`src/rtl/axi_pkg.sv`:
```
// Shared AXI4 widths, encodings and payload types for the read-channel memory slave.
package axi_pkg;

    localparam int unsigned AXI_IW     = 4;
    localparam int unsigned AXI_AW     = 32;
    localparam int unsigned AXI_DW     = 32;
    localparam int unsigned AXI_LW     = 8;
    localparam int unsigned AXI_SW     = 3;
    localparam int unsigned AXI_BURSTW = 2;
    localparam int unsigned AXI_RRESPW = 2;

    // log2 of the data-bus width in bytes; also the word-address offset
    localparam int unsigned AXI_BYTE_LSB = $clog2(AXI_DW / 8);

    typedef enum logic [AXI_BURSTW-1:0] {
        BURST_FIXED = 2'd0,
        BURST_INCR  = 2'd1,
        BURST_WRAP  = 2'd2
    } axi_burst_e;

    localparam logic [AXI_RRESPW-1:0] RRESP_OKAY   = 2'd0;
    localparam logic [AXI_RRESPW-1:0] RRESP_SLVERR = 2'd2;

    // axi_rd_mem FSM encoding
    localparam logic [1:0] RD_IDLE  = 2'd0;
    localparam logic [1:0] RD_BURST = 2'd1;
    localparam logic [1:0] RD_DRAIN = 2'd2;

    typedef struct packed {
        logic [AXI_DW-1:0]     data;
        logic [AXI_RRESPW-1:0] resp;
        logic                  last;
    } rd_beat_t;

endpackage

```
`src/rtl/axi_rd_mem_if.sv`:
```
// AXI4 read address and read data channels.
interface axi_rd_mem_if;
    import axi_pkg::*;

    logic [AXI_IW-1:0]     ARID;
    logic [AXI_AW-1:0]     ARADDR;
    logic [AXI_LW-1:0]     ARLEN;
    logic [AXI_SW-1:0]     ARSIZE;
    logic [AXI_BURSTW-1:0] ARBURST;
    logic                  ARVALID;
    logic                  ARREADY;
    logic [AXI_IW-1:0]     RID;
    logic [AXI_DW-1:0]     RDATA;
    logic [AXI_RRESPW-1:0] RRESP;
    logic                  RLAST;
    logic                  RVALID;
    logic                  RREADY;

    modport master (
        output ARID, ARADDR, ARLEN, ARSIZE, ARBURST, ARVALID, RREADY,
        input  ARREADY, RID, RDATA, RRESP, RLAST, RVALID
    );

    modport slave (
        input  ARID, ARADDR, ARLEN, ARSIZE, ARBURST, ARVALID, RREADY,
        output ARREADY, RID, RDATA, RRESP, RLAST, RVALID
    );

endinterface

```
`src/rtl/axi_rd_skid_fifo.sv`:
```
// Two-entry R-beat buffer; an incoming beat falls straight through to the output when empty.
module axi_rd_skid_fifo
    import axi_pkg::*;
(
    input  logic     clk,
    input  logic     rst,
    input  logic     in_valid,
    input  rd_beat_t in_beat,
    input  logic     out_ready,
    output logic     out_valid,
    output rd_beat_t out_beat,
    output logic [1:0] count
);

    rd_beat_t e0;
    rd_beat_t e1;
    logic     pop;

    assign out_valid = (count != 2'd0) || in_valid;
    assign pop       = out_valid && out_ready;

    // Head entry first; otherwise bypass the arriving beat; idle output is all zero
    always_comb begin
        out_beat = '0;
        if (count != 2'd0) begin
            out_beat = e0;
        end else if (in_valid) begin
            out_beat = in_beat;
        end
    end

    // e0 is always the head; a push while full is prevented by the issuer
    always_ff @(posedge clk) begin
        if (rst) begin
            count <= 2'd0;
            e0    <= '0;
            e1    <= '0;
        end else begin
            case (count)
                2'd0: begin
                    if (in_valid && !pop) begin
                        e0    <= in_beat;
                        count <= 2'd1;
                    end
                end
                2'd1: begin
                    if (in_valid && pop) begin
                        e0 <= in_beat;
                    end else if (in_valid) begin
                        e1    <= in_beat;
                        count <= 2'd2;
                    end else if (pop) begin
                        count <= 2'd0;
                    end
                end
                default: begin
                    if (pop) begin
                        e0 <= e1;
                        if (in_valid) begin
                            e1 <= in_beat;
                        end else begin
                            count <= 2'd1;
                        end
                    end
                end
            endcase
        end
    end

endmodule

```
`src/rtl/axi_rd_mem.sv`:
```
// AXI4 read slave: expands one AR burst at a time into SRAM reads and returns beats on R.
module axi_rd_mem
    import axi_pkg::*;
#(
    parameter int unsigned MEM_AW = 10
) (
    input  logic              ACLK,
    input  logic              ARESET,
    axi_rd_mem_if.slave       axi,
    output logic              mem_en,
    output logic [MEM_AW-1:0] mem_addr,
    input  logic [AXI_DW-1:0] mem_rdata
);

    logic [1:0]            state;
    logic [1:0]            state_nxt;
    logic [AXI_IW-1:0]     id;
    logic [AXI_AW-1:0]     addr;
    logic [AXI_AW-1:0]     addr_nxt;
    logic [AXI_LW-1:0]     len;
    logic [AXI_LW-1:0]     cnt;
    logic [AXI_SW-1:0]     size;
    logic [AXI_BURSTW-1:0] burst;
    logic                  err;
    logic                  ar_err;
    logic                  ar_hs;
    logic                  pend_valid;
    logic                  pend_last;
    logic                  pend_err;
    logic [1:0]            count;
    logic [2:0]            occ;
    logic                  pop;
    logic                  issue;
    logic                  r_valid;
    rd_beat_t              push_beat;
    rd_beat_t              r_beat;
    logic [AXI_AW-1:0]     bytes;
    logic [AXI_AW-1:0]     aligned;
    logic [AXI_AW-1:0]     wrap_mask;

    assign axi.ARREADY = (state == RD_IDLE) && !ARESET;
    assign ar_hs       = axi.ARVALID && axi.ARREADY;

    assign ar_err = (axi.ARBURST == 2'd3)
                 || (32'(axi.ARSIZE) > AXI_BYTE_LSB)
                 || ((axi.ARBURST == BURST_WRAP)
                     && !((axi.ARLEN == AXI_LW'(1)) || (axi.ARLEN == AXI_LW'(3))
                       || (axi.ARLEN == AXI_LW'(7)) || (axi.ARLEN == AXI_LW'(15))));

    // Buffered + pending beats after this cycle's pop must leave room for one more
    assign pop   = r_valid && axi.RREADY;
    assign occ   = 3'(count) + 3'(pend_valid) - 3'(pop);
    assign issue = (state == RD_BURST) && (occ < 3'd2) && !ARESET;

    assign mem_en   = issue && !err;
    assign mem_addr = addr[MEM_AW+AXI_BYTE_LSB-1:AXI_BYTE_LSB];

    assign bytes     = AXI_AW'(1) << size;
    assign aligned   = addr & ~(bytes - AXI_AW'(1));
    assign wrap_mask = ((AXI_AW'(len) + AXI_AW'(1)) << size) - AXI_AW'(1);

    // Address of the beat after the current one
    always_comb begin
        addr_nxt = aligned + bytes;
        if (burst == BURST_FIXED) begin
            addr_nxt = addr;
        end else if (burst == BURST_WRAP) begin
            addr_nxt = (addr & ~wrap_mask) | ((aligned + bytes) & wrap_mask);
        end
    end

    always_ff @(posedge ACLK) begin
        if (ARESET) begin
            state <= RD_IDLE;
        end else begin
            state <= state_nxt;
        end
    end

    always_comb begin
        state_nxt = state;
        case (state)
            RD_IDLE:  if (ar_hs) state_nxt = RD_BURST;
            RD_BURST: if (issue && (cnt == len)) state_nxt = RD_DRAIN;
            RD_DRAIN: if (pop && r_beat.last) state_nxt = RD_IDLE;
            default:  state_nxt = RD_IDLE;
        endcase
    end

    // Burst context and the one-deep read pipeline tracking data due next cycle
    always_ff @(posedge ACLK) begin
        if (ARESET) begin
            id         <= '0;
            addr       <= '0;
            len        <= '0;
            cnt        <= '0;
            size       <= '0;
            burst      <= '0;
            err        <= 1'b0;
            pend_valid <= 1'b0;
            pend_last  <= 1'b0;
            pend_err   <= 1'b0;
        end else begin
            pend_valid <= issue;
            pend_last  <= issue && (cnt == len);
            pend_err   <= err;
            if (ar_hs) begin
                id    <= axi.ARID;
                addr  <= axi.ARADDR;
                len   <= axi.ARLEN;
                size  <= axi.ARSIZE;
                burst <= axi.ARBURST;
                err   <= ar_err;
                cnt   <= '0;
            end else if (issue) begin
                addr <= addr_nxt;
                cnt  <= cnt + AXI_LW'(1);
            end
        end
    end

    assign push_beat.data = pend_err ? '0 : mem_rdata;
    assign push_beat.resp = pend_err ? RRESP_SLVERR : RRESP_OKAY;
    assign push_beat.last = pend_last;

    axi_rd_skid_fifo u_fifo (
        .clk       (ACLK),
        .rst       (ARESET),
        .in_valid  (pend_valid),
        .in_beat   (push_beat),
        .out_ready (axi.RREADY),
        .out_valid (r_valid),
        .out_beat  (r_beat),
        .count     (count)
    );

    assign axi.RVALID = r_valid;
    assign axi.RDATA  = r_beat.data;
    assign axi.RRESP  = r_beat.resp;
    assign axi.RLAST  = r_beat.last;
    assign axi.RID    = id;

endmodule

```
`src/flat_wrapper.sv`:
```
// flat-port wrapper written by rule: the top's interface ports become plain ports
module axi_rd_mem_flat import axi_pkg::*;
#(
    parameter int unsigned MEM_AW = 10
)
  (ACLK, ARESET, mem_en, mem_addr, mem_rdata, axi_ARID, axi_ARADDR, axi_ARLEN, axi_ARSIZE, axi_ARBURST, axi_ARVALID, axi_RREADY, axi_ARREADY, axi_RID, axi_RDATA, axi_RRESP, axi_RLAST, axi_RVALID);
  axi_rd_mem_if axi_i ();
  input  logic ACLK;
  input  logic ARESET;
  output logic mem_en;
  output logic [MEM_AW-1:0] mem_addr;
  input  logic [AXI_DW-1:0] mem_rdata;
  input wire logic [$bits(axi_i.ARID)-1:0] axi_ARID;
  input wire logic [$bits(axi_i.ARADDR)-1:0] axi_ARADDR;
  input wire logic [$bits(axi_i.ARLEN)-1:0] axi_ARLEN;
  input wire logic [$bits(axi_i.ARSIZE)-1:0] axi_ARSIZE;
  input wire logic [$bits(axi_i.ARBURST)-1:0] axi_ARBURST;
  input wire logic [$bits(axi_i.ARVALID)-1:0] axi_ARVALID;
  input wire logic [$bits(axi_i.RREADY)-1:0] axi_RREADY;
  output wire logic [$bits(axi_i.ARREADY)-1:0] axi_ARREADY;
  output wire logic [$bits(axi_i.RID)-1:0] axi_RID;
  output wire logic [$bits(axi_i.RDATA)-1:0] axi_RDATA;
  output wire logic [$bits(axi_i.RRESP)-1:0] axi_RRESP;
  output wire logic [$bits(axi_i.RLAST)-1:0] axi_RLAST;
  output wire logic [$bits(axi_i.RVALID)-1:0] axi_RVALID;
  assign axi_i.ARID = axi_ARID;
  assign axi_i.ARADDR = axi_ARADDR;
  assign axi_i.ARLEN = axi_ARLEN;
  assign axi_i.ARSIZE = axi_ARSIZE;
  assign axi_i.ARBURST = axi_ARBURST;
  assign axi_i.ARVALID = axi_ARVALID;
  assign axi_i.RREADY = axi_RREADY;
  assign axi_ARREADY = axi_i.ARREADY;
  assign axi_RID = axi_i.RID;
  assign axi_RDATA = axi_i.RDATA;
  assign axi_RRESP = axi_i.RRESP;
  assign axi_RLAST = axi_i.RLAST;
  assign axi_RVALID = axi_i.RVALID;
  axi_rd_mem #(.MEM_AW(MEM_AW)) u_core (.ACLK(ACLK), .ARESET(ARESET), .axi(axi_i), .mem_en(mem_en), .mem_addr(mem_addr), .mem_rdata(mem_rdata));
endmodule
```
`config.mk`:
```
export PLATFORM = sky130hd
export DESIGN_NAME = axi_rd_mem_flat
export DESIGN_NICKNAME = d
export VERILOG_FILES = /design/src/rtl/axi_pkg.sv /design/src/rtl/axi_rd_mem_if.sv /design/src/rtl/axi_rd_skid_fifo.sv /design/src/rtl/axi_rd_mem.sv /design/src/flat_wrapper.sv
export SDC_FILE = /design/constraint.sdc
export NUM_CORES = 1
export LEC_CHECK = 0
export CORE_MARGIN = 5
export CORE_UTILIZATION = 30
export CTS_BUF_LIST = sky130_fd_sc_hd__clkbuf_4
export CTS_CLUSTER_DIAMETER = 60
export CTS_CLUSTER_SIZE = 14
export DETAILED_ROUTE_END_ITERATION = 10
export GPL_ROUTABILITY_DRIVEN = 1
export PLACE_DENSITY = 0.5
export SLEW_MARGIN = 30
export SYNTH_ARGS = -nofsm -noshare
export SYNTH_HDL_FRONTEND = slang
export SYNTH_HIERARCHICAL = 1
export SYNTH_SLANG_ARGS = --single-unit
```
`constraint.sdc`:
```
create_clock -name ACLK -period 3.68 [get_ports ACLK]
set_clock_uncertainty 0.1 [all_clocks]
set_input_delay 0.368 -clock ACLK [delete_from_list [all_inputs] [get_ports ACLK]]
set_output_delay 0.368 -clock ACLK [all_outputs]
set_load 0.02 [all_outputs]
```
==> results of run 1 <==
## area by class of cell
type | count | share of cell area
Clock inverter | 15 | 0.02292
Tap cell | 335 | 0.04438
Multi-Input combinational cell | 733 | 0.5210
Antenna cell | 1 | 0.0002649
Sequential cell | 115 | 0.2439
Timing Repair Buffer | 149 | 0.1492
Inverter | 12 | 0.004901
Clock buffer | 17 | 0.01351
## kinds of logic (layout without fill, tap and decap cells)
group,count (synthesis),in the layout,synth area share
AND/OR/NAND/NOR,398,398,0.2729
multiplexers,80,80,0.1051
flip-flops,115,115,0.2961
buffers and inverters,113,193,0.07611
AO/OA/AOI/OAI,214,214,0.2023
adder cells (fa/ha/maj),7,7,0.01223
other,1,4,0.0004822
XOR/XNOR,31,31,0.03492
## worst max-delay path: cells and delay by family, from the launching register on
family,cells,cell delay (ns)
simple gates,6,1.53
fa+ha+maj,2,0.65
compound gates,2,0.45
flops,1,0.35
buf+inv,1,0.18
xor+xnor,1,0.14
## cell usage in the layout, fill, tap and decap left out, types with 19 or more instances in the layout
cell type / Yosys / final
nand2b_1: 78 / 78
a21oi_1: 43 / 42
mux2i_1: 76 / 76
dfxtp_1: 115 / 114
clkdlybuf4s50_1: 0 / 114
xor2_1: 19 / 19
a211oi_2: 31 / 31
nand2_1: 131 / 131
nor2_1: 33 / 33
nor2b_1: 39 / 39
nor4_1: 41 / 40
buf_4: 19 / 32
o21ai_0: 66 / 65
## power groups by stage
stage	clock network, mW	registers, mW	logic (mW)
final	1.14	1.33	0.586
after global routing	1.23	1.34	0.644
after CTS	1.18	1.33	0.591
after detailed placement	0	1.36	0.587
after global placement	0	1.36	0.587
after floorplan	0	1.34	0.397
## per-stage QoR
step           std cells  power (mW)  hold WS, ns
2_1_floorplan        961       1.736       0.3483
3_3_place_gp        1344       1.943       0.3505
3_5_place_dp        1344       1.943       0.3519
4_1_cts             1376       3.102       0.1602
5_1_grt             1377       3.210       0.1780
6_report            1377       3.052       0.2173
## metal layers
| metal | global-route usage | wire, um | vias to the layer above |
|---|---|---|---|
| li1 | - | - | 3533 |
| met1 | 0.2069 | 10720 | 3309 |
| met2 | 0.2533 | 10580 | 136 |
| met3 | 0.03027 | 964 | 17 |
| met4 | 0.03617 | 281 | 0 |
| met5 | 0 | 0 | - |
## path summary, 6_finish.rpt
check | start | endpoint | depth (start not counted)
setup / recovery | u_core/u_fifo/count[1] | register | 12
hold / removal | ARESET | u_core/state[1] | 2
setup reg to reg | u_core/u_fifo/count[1] | register | 12
hold reg to reg | u_core/axi.RID[1] | u_core/axi.RID[1] | 2
## what timing repair did
action                     4_1_cts  5_1_grt
gates cloned                     0        0
resized for setup                1        3
hold endpoints to repair         0        0
buffers inserted                 0        0
hold buffers                     0        0
setup endpoints to repair        1       10
==> impl_metrics.ini, run 1 <==
[sta]
setup_ws_ns = 0.2141
finalHoldViolCount = 0
finalSetupTns_ns = 0
slew_viol_final = 0
rsz0062_at_grt = no
period_needed_ns = 3.466
worstMarginPinSlew_ns = 0.6955
setup_viol = 0
relSlewSlack = 0.5364
min_period_over_period = 0.9418
clock.fmax_mhz = 288.5

[power]
clock_power_share = 0.373
p_per_area_mw_per_mm2 = 323.1
combPwrFrac = 0.192
swShare = 0.3084
leakage_nw = 3.064
vdd_ir_drop_max_mv = 0.2521
seqPwrFrac = 0.435
p_switching_mw = 0.9412
p_int_mw = 2.111

[yosys]
ys_ff_latch = 115
ys_types = 80
synth.largest_area_cell = dfxtp_1
ys.flop_type = dfxtp_1
synth_warnings = 6
ys_seq_area_frac = 0.2961
synthTopCellsByArea = dfxtp_1 (30%), mux2i_1 (9.8%), nand2_1 (6.3%)
synthesis.area_sq_mm = 0.007776
synth_area_per_cell_sq_um = 8.109
async_flop_share = 0
syn_inst = 959
synth.most_common_cell = nand2_1
synth_edf_count = 0
synth_top_area_share = 0.2961
synth_common_cells = nand2_1 (131), dfxtp_1 (115), nand2b_1 (78), mux2i_1 (76), o21ai_0 (66)

[layout]
fin_nets = 1120
num-fill-cells = 2681
stdcell_area_sq_mm = 0.009445
area_growth_pct = 21.46
layout.area.seq_sq_mm = 0.002303
multi_input_area_sq_mm = 0.004921
postLayoutCoreUtil = 0.3666
drive_gt1_frac = 0.1210

[clock_network]
numClockSinks = 115
cts_tree = yes
clk_latency_ns = 0.51
h-tree-depth = 4
path_clk_slew_ns = 0.13
cts_buffers = 17
cts_root_buf = clkbuf_4
ctsLongestPathBuffers = 2

[die]
dieArea_sq_mm = 0.02924
die_x_um = 171
rows = 59
die_height_um = 171
coreArea_sq_mm = 0.02576
io_pins = 137
start_util = 0.3018

[drt]
drc = 0
wl_mm = 22.54
drt_pre_antenna_iters = 5
num_vias = 6995
initialDrtViolationCount = 418
ant_nets = 0
wl_per_cell_um = 16.37
routed_via_density = 5.080

[outcome]
outcome = complete, no violations

[job]
maxCapViolations = 0

[global_routing]
antenna_found_initial = 1
first_global_vias = 6955
grt_max_degree = 96
grt_pass1_wl_mm = 36.81
grt_usage = 0.1533
grt.overflow.total = 0

[worst_hold_path]
holdCritPathClass = input pin to register

[placed_design]
io_buffers = 116
dpl-instance-area_sq_mm = 0.009096
dpl_worst_slack_ns = 0.09069
dp_hpwl_mm = 15.21
gp_congestion = 0.8302

[setup_path]
critPathMaxFanout = 5
crit_path_cell_trace = or3_4 > and2_4 > ha_1 > nand2b_1 > fa_1 > xnor2_1 > nand4_1 > buf_4 > nor2_1 > o21ai_0 > or4_1 > a311oi_1
worstPathRequired_ns = 4.02
crit_slowest_cell = or4_1
crit_path_max_incr_delay_ns = 0.52
r2r_slack_ns = 0.21
cp-end-kind = register
critPathArrivalTime_ns = 3.80
critPathLaunchType = register
worstSetupPathType = register to register
(Power assumes the default switching activity.)
==> run 2, diff against run 1 <==
CAP_MARGIN = 10   (was default)
PLACE_DENSITY = 0.48   (was 0.5)
clock period = 3.7 ns   (was 3.68 ns; I/O delays follow)
==> impl_metrics.ini, run 2 (synthesis results as in run 1) <==
[drt]
drt_pre_antenna_iters = 5
ant_nets = 0
wl_mm = 22.80
num_vias = 7103
wl_per_cell_um = 16.56
initialDrtViolationCount = 419
routed_via_density = 5.158
drc = 0

[setup_path]
regToRegStartpoint = u_core/u_fifo/count[1]
critPathLaunchType = register
timing.critical_path.max_delay_family = simple AND/OR/NAND/NOR gates
worstSetupPathType = register to output pin
r2r_cells = 12
crit_path_max_incr_delay_ns = 0.39
critPathArrivalTime_ns = 2.96
cp-end-kind = output pin
crit_path_cell_trace = or3_4 > and2_4 > ha_1 > nand2b_1 > fa_1 > xnor2_1 > nand4_1 > buf_4 > nor2_1 > clkbuf_2
critPathMaxFanout = 5
cp_num_cells = 10
path_buf_inv = 2
r2r_slack_ns = 0.32
worstPathRequired_ns = 3.23
crit_slowest_cell = fa_1

[die]
dieArea_sq_mm = 0.02924
rows = 59
die_height_um = 171
start_util = 0.3018
io_pins = 137
coreArea_sq_mm = 0.02576
die_x_um = 171

[sta]
clock.fmax_mhz = 291.3
slew_viol_final = 0
period_needed_ns = 3.433
worstMarginPinSlew_ns = 0.7781
setup_ws_ns = 0.2674
min_period_over_period = 0.9277
setup_viol = 0
hold-worst-slack_ns = 0.2759
finalHoldViolCount = 0
finalSetupTns_ns = 0
relSlewSlack = 0.4813
rsz0062_at_grt = no

[clock_network]
path_clk_slew_ns = 0.13
cts_root_buf = clkbuf_4
h-tree-depth = 4
cts_buffers = 17
ctsLongestPathBuffers = 2
cts_tree = yes
numClockSinks = 115
post_cts.repair.setup_buffers = 0
clk_latency_ns = 0.53

[layout]
area_growth_pct = 21.08
stdcell_area_sq_mm = 0.009415
drive_gt1_frac = 0.1202
fin_nets = 1119
final_common_cell = nand2_1
final_cell_mix = nand2_1 (131), clkdlybuf4s50_1 (114), dfxtp_1 (114)
num-fill-cells = 2692

[global_routing]
grt.overflow.total = 0
antenna_found_initial = 1
grt_max_degree = 72
grt_pass1_wl_mm = 37.31
first_global_vias = 7014
grt_usage = 0.1563

[power]
swShare = 0.3329
clock_power_share = 0.330
combPwrFrac = 0.205
leakage_nw = 3.031
p_switching_mw = 0.9458
p_int_mw = 1.895
p_per_area_mw_per_mm2 = 301.7
vdd_ir_drop_max_mv = 0.1623
seqPwrFrac = 0.465

[worst_hold_path]
min_path_cells = 3
holdCritPathClass = input pin to register
holdPathEnd = u_core/axi.RID[3]
min-delay-start = axi_ARID[3]

[placed_design]
dp_hpwl_mm = 15.21
gp_congestion = 0.8124
dpl_worst_slack_ns = 0.1587
io_buffers = 116
dpl-instance-area_sq_mm = 0.009139

[job]
maxCapViolations = 0

[outcome]
outcome = complete, no violations
run 2: cell type report:
class / count / area (sq um) / area share
Multi-Input combinational cell: 733 / 4921 / 0.5227
Sequential cell: 115 / 2303 / 0.2447
Timing Repair Buffer: 148 / 1444 / 0.1534
Tap cell: 335 / 419.2 / 0.04452
Clock inverter: 15 / 148.9 / 0.01581
Clock buffer: 17 / 127.6 / 0.01355
Inverter: 12 / 46.29 / 0.004917
Antenna cell: 2 / 5.005 / 0.0005316
run 2: worst reg2reg max path, cell delays in order, from the launching register on:
cell and delay, ns:
dfxtp_2 0.34, or3_4 0.38, and2_4 0.17, ha_1 0.25, nand2b_1 0.15, fa_1 0.39
xnor2_1 0.15, nand4_1 0.10, buf_4 0.17, nor2_1 0.20, o21ai_0 0.16, or4_1 0.49
a311oi_1 0.26
run 2: power by group through the flow:
stage	clock network, mW	registers, mW	logic (mW)
floorplan	0	1.33	0.395
global placement	0	1.35	0.585
detailed placement	0	1.35	0.585
CTS	0.993	1.32	0.589
global route	1.04	1.33	0.643
finish	0.938	1.32	0.582
run 2: stage by stage:
step | power [mW] | std cells | utilization
floorplan | 1.726 | 961 | -
global placement | 1.934 | 1343 | 0.3547
detailed placement | 1.934 | 1343 | 0.3547
CTS | 2.904 | 1375 | 0.3654
global route | 3.011 | 1377 | 0.3655
finish | 2.841 | 1377 | 0.3655
run 2: worst max path at each step:
| stage | startpoint | end |
|---|---|---|
| floorplan | u_core/u_fifo/count[1] | register |
| global placement | axi_RREADY | register |
| global route | u_core/u_fifo/count[1] | register |
| CTS | u_core/u_fifo/count[1] | mem_en |
| detailed placement | axi_RREADY | register |
| finish | u_core/u_fifo/count[1] | mem_en |
run 2: timing repair:
item	in CTS	in global routing
endpoints found under the setup margin	1	1
hold buffers	0	0
resized for setup	1	2
run 2: per-layer routing:
metal  GRT usage  share of wire  up-vias
li1            -              -     3536
met1      0.2095           0.47     3399
met2      0.2596           0.47      151
met3     0.03281          0.048       17
met4     0.03479          0.012        0
met5           0              0        -
==> run 3, diff against run 2 <==
SLEW_MARGIN = 20   (was 30)
==> results of run 3 <==
Final layout, timing and power as in run 2 (identical DEF).
